$ cat src/rtl/sha_round_sequencer.sv
// Control sequencer for a single-block SHA-256 compression: loads H, starts the W generator,
// steps 64 rounds with K prefetch, triggers the final add and writes the digest words out.
module sha_round_sequencer #(
  parameter int NUMBER_OF_Ks  = 64,
  parameter int NUMBER_OF_Hs  = 8,
  parameter int OUTPUT_LENGTH = 8,
  localparam int KW = $clog2(NUMBER_OF_Ks),
  localparam int HW = $clog2(NUMBER_OF_Hs),
  localparam int OW = $clog2(OUTPUT_LENGTH)
) (
  input  logic          clk,
  input  logic          reset,
  input  logic          start,
  input  logic          w_ready,
  output logic          busy,
  output logic          finish,
  output logic [HW-1:0] hmem_address,
  output logic          hmem_enable,
  output logic          hmem_write,
  output logic          h_load,
  output logic [HW-1:0] h_idx,
  output logic [KW-1:0] kmem_address,
  output logic          kmem_enable,
  output logic          kmem_write,
  output logic          w_init,
  output logic          round_en,
  output logic          w_step,
  output logic [KW-1:0] round_idx,
  output logic          final_add,
  output logic [OW-1:0] dom_address,
  output logic          dom_enable,
  output logic          dom_write
);

  typedef enum logic [2:0] {
    S_IDLE, S_LOAD_H, S_INIT, S_ROUNDS, S_FINAL, S_WRITE, S_DONE
  } state_e;

  localparam logic [HW-1:0] H_LAST = HW'(NUMBER_OF_Hs - 1);
  localparam logic [KW-1:0] K_LAST = KW'(NUMBER_OF_Ks - 1);
  localparam logic [OW-1:0] O_LAST = OW'(OUTPUT_LENGTH - 1);

  state_e        state_q, state_d;
  logic [HW-1:0] hcnt_q, hcnt_d;
  logic          hdone_q, hdone_d;
  logic          ld_q;
  logic [HW-1:0] ld_idx_q;
  logic [KW-1:0] t_q, t_d;
  logic [OW-1:0] ocnt_q, ocnt_d;

  // ld_q/ld_idx_q delay the H read by one cycle to line h_load up with the memory data.
  always_ff @(posedge clk or negedge reset) begin
    if (!reset) begin
      state_q  <= S_IDLE;
      hcnt_q   <= '0;
      hdone_q  <= 1'b0;
      ld_q     <= 1'b0;
      ld_idx_q <= '0;
      t_q      <= '0;
      ocnt_q   <= '0;
    end else begin
      state_q  <= state_d;
      hcnt_q   <= hcnt_d;
      hdone_q  <= hdone_d;
      ld_q     <= hmem_enable;
      ld_idx_q <= hmem_address;
      t_q      <= t_d;
      ocnt_q   <= ocnt_d;
    end
  end

  always_comb begin
    state_d      = state_q;
    hcnt_d       = hcnt_q;
    hdone_d      = hdone_q;
    t_d          = t_q;
    ocnt_d       = ocnt_q;
    busy         = (state_q != S_IDLE);
    finish       = 1'b0;
    hmem_address = '0;
    hmem_enable  = 1'b0;
    hmem_write   = 1'b0;
    h_load       = ld_q;
    h_idx        = ld_idx_q;
    kmem_address = '0;
    kmem_enable  = 1'b0;
    kmem_write   = 1'b0;
    w_init       = 1'b0;
    round_en     = 1'b0;
    w_step       = 1'b0;
    round_idx    = '0;
    final_add    = 1'b0;
    dom_address  = '0;
    dom_enable   = 1'b0;
    dom_write    = 1'b0;
    case (state_q)
      S_IDLE: if (start) state_d = S_LOAD_H;
      S_LOAD_H: begin
        // Eight read cycles, then one drain cycle for the last h_load.
        if (!hdone_q) begin
          hmem_enable  = 1'b1;
          hmem_address = hcnt_q;
          if (hcnt_q == H_LAST) begin
            hdone_d = 1'b1;
            hcnt_d  = '0;
          end else begin
            hcnt_d = hcnt_q + 1'b1;
          end
        end else begin
          hdone_d = 1'b0;
          state_d = S_INIT;
        end
      end
      S_INIT: begin
        w_init      = 1'b1;
        kmem_enable = 1'b1;
        state_d     = S_ROUNDS;
      end
      S_ROUNDS: begin
        round_idx   = t_q;
        kmem_enable = 1'b1;
        if (w_ready) begin
          round_en = 1'b1;
          w_step   = 1'b1;
          if (t_q != K_LAST) begin
            kmem_address = t_q + 1'b1;
            t_d          = t_q + 1'b1;
          end else begin
            kmem_enable = 1'b0;
            t_d         = '0;
            state_d     = S_FINAL;
          end
        end else begin
          // Stall: re-read K[t] so it is valid again when the round finally runs.
          kmem_address = t_q;
        end
      end
      S_FINAL: begin
        final_add = 1'b1;
        state_d   = S_WRITE;
      end
      S_WRITE: begin
        dom_enable  = 1'b1;
        dom_write   = 1'b1;
        dom_address = ocnt_q;
        if (ocnt_q == O_LAST) begin
          ocnt_d  = '0;
          state_d = S_DONE;
        end else begin
          ocnt_d = ocnt_q + 1'b1;
        end
      end
      S_DONE: begin
        finish  = 1'b1;
        state_d = S_IDLE;
      end
      default: state_d = S_IDLE;
    endcase
  end

endmodule

$ cat config.mk
export PLATFORM = sky130hd
export DESIGN_NAME = sha_round_sequencer
export DESIGN_NICKNAME = d
export VERILOG_FILES = /design/src/rtl/sha_round_sequencer.sv
export SDC_FILE = /design/constraint.sdc
export NUM_CORES = 1
export LEC_CHECK = 0
export BUFFER_PORTS_ARGS = -buffer_cell sky130_fd_sc_hd__buf_2
export CAP_MARGIN = 20
export CORE_UTILIZATION = 50
export DETAILED_ROUTE_END_ITERATION = 10
export GPL_TIMING_DRIVEN = 0
export PLACE_DENSITY_LB_ADDON = 0.15
export RECOVER_POWER = 50
export SLEW_MARGIN = 20
export SYNTH_ARGS = -nofsm -noshare
export SYNTH_HDL_FRONTEND = slang
export SYNTH_SLANG_ARGS = --single-unit
$ cat constraint.sdc
create_clock -name clk -period 1.71 [get_ports clk]
set_input_delay 0 -clock clk [delete_from_list [all_inputs] [get_ports clk]]
set_output_delay 0 -clock clk [all_outputs]
set_load 0.02 [all_outputs]
# [Yosys cells after proc, flatten, opt, wreduce, memory -nomap -nowiden]
# Index checks and enable logic that the tools add are counted.
[classes] n_mux=28 n_reduce_logical=4 n_eq_ne=14 add_sub_neg=3 bitwise_logic=1
[op_table] operator="3-bit two-way mux" count=10
[op_table] operator="6-bit two-way mux" count=4
[op_table] operator="3-bit case mux with 6 select lines" count=1
[op_table] operator="3-bit equality test (second input constant)" count=5
[op_table] operator="1-bit two-way mux" count=12
[op_table] operator="2-bit inequality test (second input constant)" count=5
[op_table] operator="3-bit by 1-bit adder with 3-bit output (second input constant)" count=2
[op_table] operator="6-bit by 1-bit adder with 6-bit output (second input constant)" count=1
[op_table] operator="3-bit by 2-bit equality test with 1-bit output (second input constant)" count=2
[op_table] operator="6-bit inequality test (second input constant)" count=1
[op_table] operator="5-bit AND reduction" count=1
[op_table] operator="3-bit by 1-bit equality test with 1-bit output (second input constant)" count=1
[op_table] operator="3-bit logical NOT" count=1
[op_table] operator="3-bit nonzero test" count=1
[op_table] operator="1-bit case mux with 2 select lines" count=1
[op_table] operator="2-bit AND reduction" count=1
[op_table] operator="1-bit NOT" count=1
[word_totals] regBits=20 elab_cells=57 in_bits=4 out_inout_bits=34

# [Longest topological paths before layout]
[depth] depth_word=4 depth_mapped=5 mapped_depth_nobuf=5

# [Least setup slack after synthesis]
# Ideal clock, no wire load.
[synth_path] path_type="register to register" from="register t_q[0]" to="register state_q[1]" setup_slack_ns=0.138 n_path_buf=0 period_less_slack_ns=1.572 setup_time_ns=0.067 arrival_ns=1.505 required_time_ns=1.643 path_stages_with_launch=5 path_cell_list="dfrtp_1 ha_1 and4_1 a41oi_1 nand2b_1"
[synth_between] elab_chain_len=3
[synth_lines] item="start: declaration" line_no="48" rtl="logic [KW-1:0] t_q, t_d;"
[synth_lines] item="start signal: assignment" line_no="67" rtl="t_q <= t_d;"
[synth_lines] item="6-bit inequality test" line_no="125" rtl="if (t_q != K_LAST) begin"
[synth_lines] item="2-bit inequality test (no source line)"
[synth_lines] item="5-bit AND reduction (no source line)"
[synth_lines] item="end signal: assignment" line_no="62" rtl="state_q <= state_d;"
[synth_lines] item="end: declaration" line_no="43" rtl="state_e state_q, state_d;"
# Every way passes these cells.
# A chain may end at the register's enable or synchronous reset.

# [Worst setup path after layout]
[layout_path] from="register t_q[0]" to="output port kmem_address[5]"
[layout_between] elab_chain_len=4 elab_cells_between_ends=5 cone_classes="add/sub (1); eq/ne (1); mux (3)"
[layout_lines] item="6-bit by 1-bit adder with 6-bit output / 6-bit inequality test (equally long branches)" line_no="126, 125"
[layout_lines] item="6-bit two-way mux (*)" line_no="125"
[layout_lines] item="6-bit two-way mux (*)"
[layout_lines] item="6-bit two-way mux (*)" line_no="96" rtl="case (state_q)"
[layout_lines] item="end: declaration" line_no="22" rtl="output logic [KW-1:0] kmem_address,"
# Every way passes the cells marked *; elsewhere a longest branch is shown, timed or not.

==> summary.txt <==
Outcome
  – Run status: completed

Global route
  – Initial antenna violation count: 0
  – GRT Resource Usage Total: 0.220
  – Grt ovf: 0
  – Largest net degree at the start of global routing: 21
  – Vias in the first global route: between 900 and 1000
  – First-pass GRT wire length: 4240 um

Logic synthesis
  – Synth Area in Simple Gates: 0.236
  – Synth Cell Area: between 0.001 and 0.0015 mm2
  – Largest family of logic cells by synthesized area: simple AND/OR/NAND/NOR gates
  – Count of cell types in the netlist: 38
  – Post-synth EDFFs: 0
  – Seq/Total Area, Yosys: 0.413
  – Share of synthesized registers carrying an async set or reset: 1.00
  – Synth Area per Inst: around 10 um2
  – Synth Area in Adders: 0.0517
  – Synth Area in Compound Gates: 0.0950
  – Warnings, synthesis: 0
  – Mux contribution to synthesized area: 0.0826
  – Post-synthesis register bit count: 20
  – Post-synthesis xor/xnor area fraction: 0.0434
  – Syn Inst Count: 119
  – Top FF cell, synth: dfrtp_1

Worst setup path
  – Startpoint Class: register
  – Critical path data arrival time: about 1700 ps
  – Worst Path Required: 1710 ps
  – Worst reg2reg path startpoint: state_q[2]
  – CP max-delay cell: dfrtp_1
  – CP Capture Type: output port
  – CP startpoint: t_q[0]
  – Setup Crit Path Kind: reg2out
  – Critical Path Fanout Max: 5
  – Worst path bufs/invs: 2
  – Family with the most delay on the worst path: simple AND/OR/NAND/NOR gates
  – CP cell instances: buf_6 > nand4_1 > or3_1 > a21oi_2 > buf_4
  – Crit path largest cell delay: around 440 ps

Power and ir drop
  – Max VDD drop: roughly 1.2 mV
  – Total Power: roughly 2800 uW
  – PwrDens: approximately 1800 mW/mm2
  – Leakage power: 0.000797 uW

STA
  – FMAX: slightly above 600 MHz
  – Final WS setup: 62.5 ps
  – Setup Total Neg Slack: 0 ps
  – Slew @ Worst Pin: between 1000 and 1500 ps
  – Final Setup Violations: 0
  – Period utilisation layout: 0.963
  – Final Slew Violations: 0
  – Final hold violations: 0
  – Final min period: about 1600 ps
  – Clock skew: 13.3 ps
  – Rel. slew slack: 0.289
  – Fin Hold WS: 65.4 ps

Place
  – Port-buffer cells: 34
  – Post-placement worst setup slack: roughly 290 ps
  – Final GP Congestion: 0.786
  – DP HPWL: about 1700 um

Floorplanning
  – Die height: 51.2 um
  – FP Rows: 17
  – Die outline area: 0.00262 mm2
  – Total core area: 0.00225 mm2
  – Starting Density: 0.537
  – Top Ports: 38
  – Die W: approximately 51 um

Clocking
  – Root Driver: clkbuf_4
  – H-tree depth: 1
  – Clk_lat worst skew: 300 ps
  – Num CTS Buffers: 3
  – Clock slew at reported path FFs: 130 ps
  – Max clock buf depth: 2
  – CTS tree: built
  – CTS sink cnt: 20

Cells and area
  – Final core area utilization: 0.693
  – Filler Cell Count: 201
  – Nets: between 150 and 200
  – Commonest non-fill, non-tap cell in the layout: buf_2
  – Ant diodes: 0
  – Most frequent cells in the layout: buf_2, dfrtp_1, nor2_1, buf_4, and2_1
  – Layout area overhead: 28.9%
  – Fraction of layout cells with a size suffix above 1: 0.386

Drt
  – Via/cell ratio: between 5 and 6
  – WL final: between 2000 and 3000 um
  – DRT iter0 DRCs: 30
  – DRC: 0
  – Total vias in the final route: roughly 1000
  – WL per Instance: around 13 um
  – Drt first pass iters: 4
  – Remaining antenna violation count: 0

Worst hold path
  – Worst hold path type: in2reg
  – Worst Hold Launch: w_ready

Flow run
  – MaxCap Viol Count: 0
-- metrics by stage --
step,cells,instance area [um2]
4_1_cts,190,1510
5_1_grt,194,1560
2_1_floorplan,120,1210
3_3_place_gp,182,1420
6_report,194,1560
3_5_place_dp,182,1420
-- path summary, 6_finish.rpt --
path                       depth (start not counted)               to  slack [ps]
max reg2reg                                        5           t_q[5]         200
max in group asynchronous                          2           t_q[2]         660
min in group asynchronous                          2           t_q[1]         400
min reg2reg                                        1        hcnt_q[2]         530
max                                                5  kmem_address[5]          60
min                                                3           t_q[4]          70
-- cell usage after synthesis, types with 4 or more instances --
cell     count  area share
buf_2        4       0.017
nand4_1      4       0.021
dfrtp_1     20        0.41
ha_1         5       0.052
xor2_1       4       0.029
nor2_1      13       0.040
and2_1      11       0.057
buf_4        4       0.025
nand2_1      6       0.019
mux2_2       5       0.046
-- layer usage --
| metal | track usage | vias to the layer above | part of all wire |
|---|---|---|---|
| met5 | 0 | - | 0 |
| met4 | 0.0946 | 0 | 0.0098 |
| met3 | 0.0357 | 2 | 0.037 |
| met2 | 0.342 | 29 | 0.45 |
| met1 | 0.302 | 499 | 0.50 |
| li1 | - | 514 | - |
-- worst min-delay path, stage by stage --
cell,delay (ps)
buf_2,170
nand4_1,110
xnor2_1,60
-- where the power goes --
group / internal, uW / switching, uW
Combinational: 688 / 973
Sequential: 632 / 155
Clock: 236 / 152
Total: 1560 / 1280
-- kinds of logic after synthesis --
kind of cell,Yosys count
and+or+nand+nor,49
DFF,20
AOI/OAI and AO/OA,16
buffers and inverters,13
muxes,9
xor gates and xnor gates,6
adders and majority gates,5
other,1
-- area by class of cell --
class	instances	area (um2)	share of cell area
clock buffer	3	22.5	0.0144
clock inverter	1	30.0	0.0192
sequential	20	500	0.321
inverter	2	7.51	0.00481
buffer	11	86.3	0.0553
timing repair buffer	42	233	0.149
tap	28	35.0	0.0224
multi-input combinational	87	647	0.414
-- sequential cells by signal, summed over array words and instances, names as in the netlist --
signal and cells:
ocnt_q 3, h_load 1, t_q 6, hdone_q 1, state_q 3, hcnt_q 3, h_idx 3
-- repair_timing --
action,CTS,global route
resized for setup,1,9
endpoints found under the setup margin,7,13
hold endpoints to repair,20,0
buffers inserted,3,4
pin swaps,1,3
hold buffers,1,0
Power figures use the tool's default switching activity.
